**src/rtl/display_pkg.sv**
```systemverilog
// display_pkg: segment patterns, FSM state type and sizing helpers for hex_display_driver
package display_pkg;
    typedef enum logic [1:0] {IDLE, CONVERT, SHOW} state_t;
    localparam logic [6:0] SEG_BLANK = 7'b1111111;
    localparam logic [6:0] SEG_HALT = 7'b0001001;
    localparam logic [6:0] SEG_DASH = 7'b0111111;
    localparam logic [9:0][6:0] SEG_DIGITS = {
        7'b0011000, 7'b0000000, 7'b1111000, 7'b0000010, 7'b0010010,
        7'b0011001, 7'b0110000, 7'b0100100, 7'b1111001, 7'b1000000
    };
    // decimal digits needed for 2^w-1: floor(w*log10(2))+1
    function automatic int bcd_digits(int w);
        return w * 30103 / 100000 + 1;
    endfunction
    function automatic logic [63:0] pow10(int n);
        logic [63:0] p = 64'd1;
        for (int i = 0; i < n; i++) p = p * 64'd10;
        return p;
    endfunction
endpackage

```
**src/rtl/bcd_to_seg.sv**
```systemverilog
// bcd_to_seg: one BCD nibble to an active-low 7-segment pattern (g..a); blank forces all segments off
module bcd_to_seg
    import display_pkg::*;
(
    input  logic [3:0] nibble,
    input  logic       blank,
    output logic [6:0] seg
);
    localparam logic [15:0][6:0] LUT = {{6{SEG_BLANK}}, SEG_DIGITS};
    assign seg = blank ? SEG_BLANK : LUT[nibble];
endmodule

```
**src/rtl/hex_display_driver.sv**
```systemverilog
// hex_display_driver: double-dabble binary-to-decimal converter driving DIGITS active-low 7-segment digits
// ports: clk/rst_n clock and async active-low reset; load_i+value_i start a conversion;
// halt_i overrides all digits with the halt glyph; busy_o/valid_o/ovf_o status; seg_o digit k at [7k+6:7k]
module hex_display_driver
    import display_pkg::*;
#(
    parameter int DATA_W = 16,
    parameter int DIGITS = 5,
    parameter int BLANK_LZ = 1
) (
    input  logic                clk,
    input  logic                rst_n,
    input  logic                load_i,
    input  logic [DATA_W-1:0]   value_i,
    input  logic                halt_i,
    output logic                busy_o,
    output logic                valid_o,
    output logic                ovf_o,
    output logic [7*DIGITS-1:0] seg_o
);
    // the BCD register must hold every digit of the input and every displayed digit
    localparam int NB = bcd_digits(DATA_W) > DIGITS ? bcd_digits(DATA_W) : DIGITS;
    localparam logic [63:0] MAX_VAL = pow10(DIGITS) - 64'd1;
    localparam int CW = $clog2(DATA_W + 1);
    state_t state, state_nx;
    logic [DATA_W-1:0] bin;
    logic [4*NB-1:0] bcd, bcd_adj;
    logic [CW-1:0] cnt;
    logic ovf_pend, valid_r, ovf_r, load_ok, zero_above;
    logic [7*DIGITS-1:0] seg_r, seg_pat;
    logic [DIGITS-1:0] blank;
    assign load_ok = load_i && state != CONVERT;
    always_comb begin
        state_nx = state;
        state_nx = load_ok ? CONVERT : (state == CONVERT && cnt == '0) ? SHOW : state;
    end
    always_comb begin
        bcd_adj = bcd;
        for (int k = 0; k < NB; k++)
            bcd_adj[4*k+:4] = bcd[4*k+:4] >= 4'd5 ? bcd[4*k+:4] + 4'd3 : bcd[4*k+:4];
    end
    // a digit is blanked when it and every displayed digit above it are zero; digit 0 never is
    always_comb begin
        blank = '0;
        zero_above = 1'b1;
        for (int k = DIGITS - 1; k > 0; k--) begin
            zero_above = zero_above && bcd[4*k+:4] == 4'd0;
            blank[k] = BLANK_LZ != 0 && zero_above;
        end
    end
    for (genvar d = 0; d < DIGITS; d++) begin : g_dig
        bcd_to_seg u_seg (
            .nibble(bcd[4*d+:4]),
            .blank (blank[d]),
            .seg   (seg_pat[7*d+:7])
        );
    end
    always_ff @(posedge clk or negedge rst_n) begin
        if (!rst_n) begin
            state <= IDLE;
            bin <= '0;
            bcd <= '0;
            cnt <= '0;
            ovf_pend <= 1'b0;
            seg_r <= {DIGITS{SEG_BLANK}};
            valid_r <= 1'b0;
            ovf_r <= 1'b0;
        end else begin
            state <= state_nx;
            if (load_ok) begin
                bin <= value_i;
                bcd <= '0;
                cnt <= CW'(DATA_W);
                ovf_pend <= 64'(value_i) > MAX_VAL;
            end else if (state == CONVERT) begin
                if (cnt != '0) begin
                    {bcd, bin} <= {bcd_adj, bin} << 1;
                    cnt <= cnt - CW'(1);
                end else begin
                    seg_r <= ovf_pend ? {DIGITS{SEG_DASH}} : seg_pat;
                    valid_r <= 1'b1;
                    ovf_r <= ovf_pend;
                end
            end
        end
    end
    assign busy_o = state == CONVERT;
    assign valid_o = valid_r;
    assign ovf_o = ovf_r;
    assign seg_o = halt_i ? {DIGITS{SEG_HALT}} : seg_r;
endmodule

```
**config.mk**
```make
export PLATFORM = sky130hd
export DESIGN_NAME = hex_display_driver
export DESIGN_NICKNAME = d
export VERILOG_FILES = /design/src/rtl/display_pkg.sv /design/src/rtl/bcd_to_seg.sv /design/src/rtl/hex_display_driver.sv
export SDC_FILE = /design/constraint.sdc
export NUM_CORES = 1
export LEC_CHECK = 0
export ABC_AREA = 0
export CORE_MARGIN = 2
export CORE_UTILIZATION = 56
export CTS_CLUSTER_DIAMETER = 150
export DETAILED_ROUTE_END_ITERATION = 12
export PLACE_DENSITY = 0.86
export SYNTH_ARGS = -nofsm -noshare
export SYNTH_HDL_FRONTEND = slang
export SYNTH_SLANG_ARGS = --single-unit
```
**constraint.sdc**
```tcl
create_clock -name clk -period 2.3 [get_ports clk]
set_input_delay 0.575 -clock clk [delete_from_list [all_inputs] [get_ports clk]]
set_output_delay 0.575 -clock clk [all_outputs]
set_load 0.02 [all_outputs]
```
==> impl_results.md, run 1 <==
* Status: finished, final reports clean
* Area of the mapped netlist at 4610 µm²
* CTS clk-pin slew, worst paths at 0.08 ns
* Skew-Pair Late Insertion Delay at 0.35 ns
* Async set-or-reset flop fraction in the synthesized netlist at 1.00
* DRT Wirelength at 9.56 mm
* Synth Warn # at 0
* Synthesized Nets at 555
* Synth Register Bits at 79
* Die width at 94.7 µm
* Final Skew at 0.00621 ns
* Max-cap violations at 0
* Gate Count Post-Synth at 505
* Placeable core area at 8090 µm²
* Startpoint Class: input pin
* Antenna violations before repair at 0
* Commonest non-fill, non-tap cell in the layout: nand2_1
* Htree depth at 3
* Post-layout min period at 2.27 ns
* Most frequent cells in the layout: 66 x nand2_1, 48 x o21ai_0, 44 x dfrtp_1
* CP max FO at 17
* Endpoint class of the critical path: output port
* Mux share of post-synthesis cell area at 0.0253
* Most used DFF post-synth: dfrtp_1
* WL/cell at 14.4 µm
* CTS tree: done
* Root Driver: clkbuf_8
* Avg Cell Area, Syn at 9.12 µm²
* First-pass GRT wire length at 16.1 mm
* Initial DRC count at 215
* Initial DRT Pass Iterations at 5
* Pleak at 2.40 nW
* Synth-to-Final Area Change at 16.8%
* Placed inst area at 5250 µm²
* Layout cells sized above 1 at 0.169
* Post-route cell area at 5380 µm²
* Post-synth top area cell: dfrtp_1
* Post-layout nets at 602
* Initial Utilization at 0.569
* Via count at 3716
* Yosys top cell area share at 0.239
* Compound-Gate Fraction of Synth Area at 0.184
* RePlAce Congestion at 0.854
* Top area cells in the synthesized netlist: dfrtp_1 24%, dfstp_2 20%, ha_1 8.1%
* Final hold viol count at 0
* I/O pin count at 58
* Worst vdd ir at 0.000842 V
* Register area share after synthesis at 0.439
* FP Rows at 33
* Sink Count at 79
* Fin crit share at 0.988
* Grt ovf at 0
* Unique masters post-synth at 50
* Pwr/cell area at 1540 nW/µm²
* Crit Path Category: input pin to output port
* Post-CTS Setup Bufs at 0
* Post-Synth Adder-Cell Area at 0.0815
* Number of setup violations in the final report at 0
* WP data arrival at 1.70 ns
* Fill count at 640
* Via-to-Cell Ratio at 5.61
* Drt drc at 0
* Antenna fix cells at 0
* Hpwl dp at 6.68 mm
* Hold buffers post-CTS at 0
* GRT Total Usage at 0.227
* CTS Buffer Depth at 2
* Slew headroom at 0.577
* Fin. max-slew vios at 0
* Largest net degree at the start of global routing at 41
* Vias in the first global route at 3602
* Peak Freq at 0.440 GHz
* Setup TNS at 0 ns
* CTS buffer count at 9
* Hold crit path type: input pin to async pin
* Die area at 8970 µm²
* Synth Area in XOR/XNOR at 0.0114
* Die Y at 94.7 µm
* Antenna Nets Post-Route at 0
* Port buffer count at 56
* Critical Path RT at 1.73 ns
* Simple-Gate Fraction of Synth Area at 0.200
* Largest family of logic cells by synthesized area: simple AND/OR/NAND/NOR gates
* EDFF count, synth at 0
* Worst slew pin tran at 0.628 ns
## cell type report
class | instances | area (µm²) | area share
Timing Repair Buffer | 68 | 627 | 0.116
Sequential cell | 79 | 2020 | 0.375
Clock buffer | 12 | 135 | 0.0251
Multi-Input combinational cell | 370 | 2330 | 0.433
Tap cell | 105 | 131 | 0.0244
Clock inverter | 4 | 46.3 | 0.00860
Inverter | 24 | 90.1 | 0.0167
## sequential cells by signal, summed over array words and instances, names as in the netlist
signal and count:
cnt 5, bcd 20, state 2, seg_r 35
bin 16, valid_o 1
## report_power, final
group          internal [W]  switching, W
logic               0.00191       0.00238
registers           0.00230      0.000709
clock network      0.000498      0.000486
total               0.00471       0.00357
## worst max-delay path, cell delays in order
cell	delay, ns
dlygate4sd2_1	0.30
bufbuf_16	0.31
nor2b_1	0.14
dlygate4sd2_1	0.37
## cells in the mapped netlist (all sizes together), types with 4 or more instances
cell type and n:
nand3 18, a21oi 25, a31oi 6, nor2b 28, o31ai 4, ha 30
dfrtp 44, o21ai 48, mux2i 6, o21a 4, nor3 6, mux2 5
a22oi 18, nand2 66, o22a 10, or2 10, and2 4, nor2 37
o21bai 4, nand2b 8, xnor2 6, inv 24, buf 15, clkbuf 17
dfstp 35
## what timing repair did
item | CTS | global route
setup endpoints to repair | 36 | 11
gates cloned | 1 | 0
gates resized for setup | 61 | 7
## path summary, 6_finish.rpt
path                            from         to  slack, ns  cells past startpoint
max                           halt_i   seg_o[2]       0.03                      4
min                            rst_n    bcd[16]       0.20                      1
min in group clk           seg_r[28]  seg_r[28]       0.46                      2
max reg2reg                   cnt[0]  seg_r[31]       0.18                      6
max in group asynchronous      rst_n  seg_r[19]       1.44                      2
min reg2reg                seg_r[28]  seg_r[28]       0.46                      2
## kinds of logic (layout without fill, tap and decap cells)
family,count (synthesis),count (layout)
adders and majority gates,30,30
AOI/OAI and AO/OA,133,133
other,1,1
muxes,11,11
xor gates and xnor gates,6,6
buffers and inverters,56,108
and+or+nand+nor,189,189
DFF,79,79
## routing by layer
layer / up-vias / track usage / wire [µm]
li1: 1822 / - / -
met1: 1785 / 0.289 / 4170
met2: 89 / 0.387 / 4770
met3: 20 / 0.0375 / 403
met4: 0 / 0.0906 / 210
met5: - / 0 / 0
## stage by stage
step	utilization	hold slack [ns]	setup slack, ns	total power [W]	std cells
after floorplan	-	0.279	0.522	0.00623	505
after global placement	0.648	0.445	-0.309	0.00718	645
after detailed placement	0.648	0.447	-0.355	0.00742	645
after CTS	0.669	0.207	0.00152	0.00830	662
after global routing	0.665	0.237	-0.00520	0.00903	662
final	0.665	0.203	0.0267	0.00828	662
Note: power is estimated with default switching activity, not from simulation.
==> run 2: changes to the inputs <==
--- a/config.mk
+++ b/config.mk
@@ -7,10 +7,11 @@
 export LEC_CHECK = 0
 export ABC_AREA = 0
 export CORE_MARGIN = 2
-export CORE_UTILIZATION = 56
+export CORE_UTILIZATION = 55
 export CTS_CLUSTER_DIAMETER = 150
 export DETAILED_ROUTE_END_ITERATION = 12
-export PLACE_DENSITY = 0.86
+export PLACE_DENSITY = 0.85
+export SKIP_LAST_GASP = 1
 export SYNTH_ARGS = -nofsm -noshare
 export SYNTH_HDL_FRONTEND = slang
 export SYNTH_SLANG_ARGS = --single-unit
==> impl_results.md, run 2 (synthesis gave the netlist of run 1 again) <==
* Hpwl dp at 6.67 mm
* Antenna violations before repair at 0
* CTS buffer count at 9
* Via-to-Cell Ratio at 5.66
* Endpoint class of the critical path: output port
* Max reg flops at 35
* Clock share of power at 0.131
* DRT Wirelength at 9.70 mm
* Worst slew pin tran at 0.490 ns
* Root Driver: clkbuf_8
* Reg2Reg Depth at 6
* Die area at 9120 µm²
* Sink Count at 79
* Internal power at 0.00484 W
* Final Skew at 0.00615 ns
* Skew-Pair Late Insertion Delay at 0.35 ns
* CTS clk-pin slew, worst paths at 0.08 ns
* Antenna fix cells at 0
* FP Rows at 33
* Final hold viol count at 0
* Reg2reg start: bcd[16]
* CTS Buffer Depth at 2
* RePlAce Congestion at 0.927
* Fill count at 633
* First-pass GRT wire length at 16.0 mm
* R2r endpoint: seg_r[12]
* Hold crit path type: input pin to async pin
* Initial DRT Pass Iterations at 5
* I/O pin count at 58
* Final Core Density at 0.665
* Pleak at 2.43 nW
* WL/cell at 14.6 µm
* Port buffer count at 56
* Antenna Nets Post-Route at 0
* Slew headroom at 0.670
* Htree depth at 3
* Largest register by flop count: seg_r
* Die width at 95.5 µm
* Switching Share at 0.430
* WP data arrival at 1.64 ns
* Via count at 3755
* Largest net degree at the start of global routing at 39
* Critical Path RT at 1.73 ns
* Post-layout min period at 2.21 ns
* Startpoint Class: input pin
* Pwr Total at 0.00848 W
* CP max FO at 17
* Post-layout nets at 604
* Pwr/cell area at 1560 nW/µm²
* Crit Path Category: input pin to output port
* Layout cells sized above 1 at 0.177
* Seq pwr share at 0.354
* RSZ-0062 raised after global routing: no
* Max-cap violations at 0
* Fin crit share at 0.963
* Peak Freq at 0.451 GHz
* CTS tree: done
* Fin. max-slew vios at 0
* Die Y at 95.5 µm
* Initial Utilization at 0.564
* Comb pwr share at 0.515
* Status: finished, final reports clean
* Grt ovf at 0
* Synth-to-Final Area Change at 18.0%
* Number of setup violations in the final report at 0
* Placeable core area at 8180 µm²
* Biggest registers after layout: seg_r (35), bcd (20), bin (16)
* Reg2Reg Setup Slack at 0.16 ns
* Commonest non-fill, non-tap cell in the layout: nand2_1
* Sw Pwr at 0.00364 W
* Initial DRC count at 305
* Worst vdd ir at 0.000688 V
* Drt drc at 0
* GRT Total Usage at 0.225
* Most frequent cells in the layout: 66 x nand2_1, 48 x o21ai_0, 44 x dfrtp_1
* Vias in the first global route at 3611
* Post-CTS Setup Bufs at 0
## run 2: timing repair
item                       4_1_cts  5_1_grt
hold buffers                     0        0
gates cloned                     1        0
setup endpoints to repair       36        8
pin swaps                        0        0
gates resized for setup         64        4
## run 2: how the worst max path moves through the flow
stage	endpoint	from	depth (start not counted)
global route	seg_o[4]	halt_i	4
finish	seg_o[9]	halt_i	4
CTS	seg_o[17]	halt_i	4
floorplan	seg_r[31]	cnt[0]	7
detailed placement	seg_o[17]	halt_i	4
global placement	seg_o[17]	halt_i	4
## run 2: metrics by stage
stage	area, µm²	setup slack, ns	instances	hold WS (ns)	setup TNS (ns)
final	5430	0.0851	664	0.178	0
after global placement	5260	-0.310	647	0.445	-7.88
after CTS	5430	-0.0785	664	0.183	-0.0785
after detailed placement	5260	-0.340	647	0.463	-8.79
after global routing	5430	0.0270	664	0.201	0
after floorplan	4610	0.522	505	0.279	0
## run 2: metal layers
metal / global-route usage / vias to the layer above / wire (µm) / share of wire
li1: - / 1827 / - / -
met1: 0.270 / 1805 / 4010 / 0.41
met2: 0.396 / 101 / 5030 / 0.52
met3: 0.0411 / 22 / 442 / 0.046
met4: 0.0976 / 0 / 221 / 0.023
met5: 0 / - / 0 / 0
## run 2: critical path: stages
cell           delay [ns]
dlygate4sd2_1        0.30
bufbuf_16            0.31
nor2b_1              0.10
dlygate4sd2_1        0.35
## run 2: area by class of cell
class / count / area (µm²) / share of cell area
Clock buffer: 10 / 128 / 0.0235
Clock inverter: 6 / 85.1 / 0.0157
Inverter: 24 / 90.1 / 0.0166
Multi-Input combinational cell: 370 / 2340 / 0.430
Sequential cell: 79 / 2020 / 0.372
Tap cell: 105 / 131 / 0.0242
Timing Repair Buffer: 70 / 642 / 0.118
## run 2: power by group through the flow
stage	Clock, W	Combinational, W	Sequential (W)
floorplan	0	0.00356	0.00267
global placement	0	0.00422	0.00296
detailed placement	0	0.00444	0.00301
CTS	0.00113	0.00434	0.00299
global route	0.00119	0.00487	0.00312
finish	0.00111	0.00436	0.00300
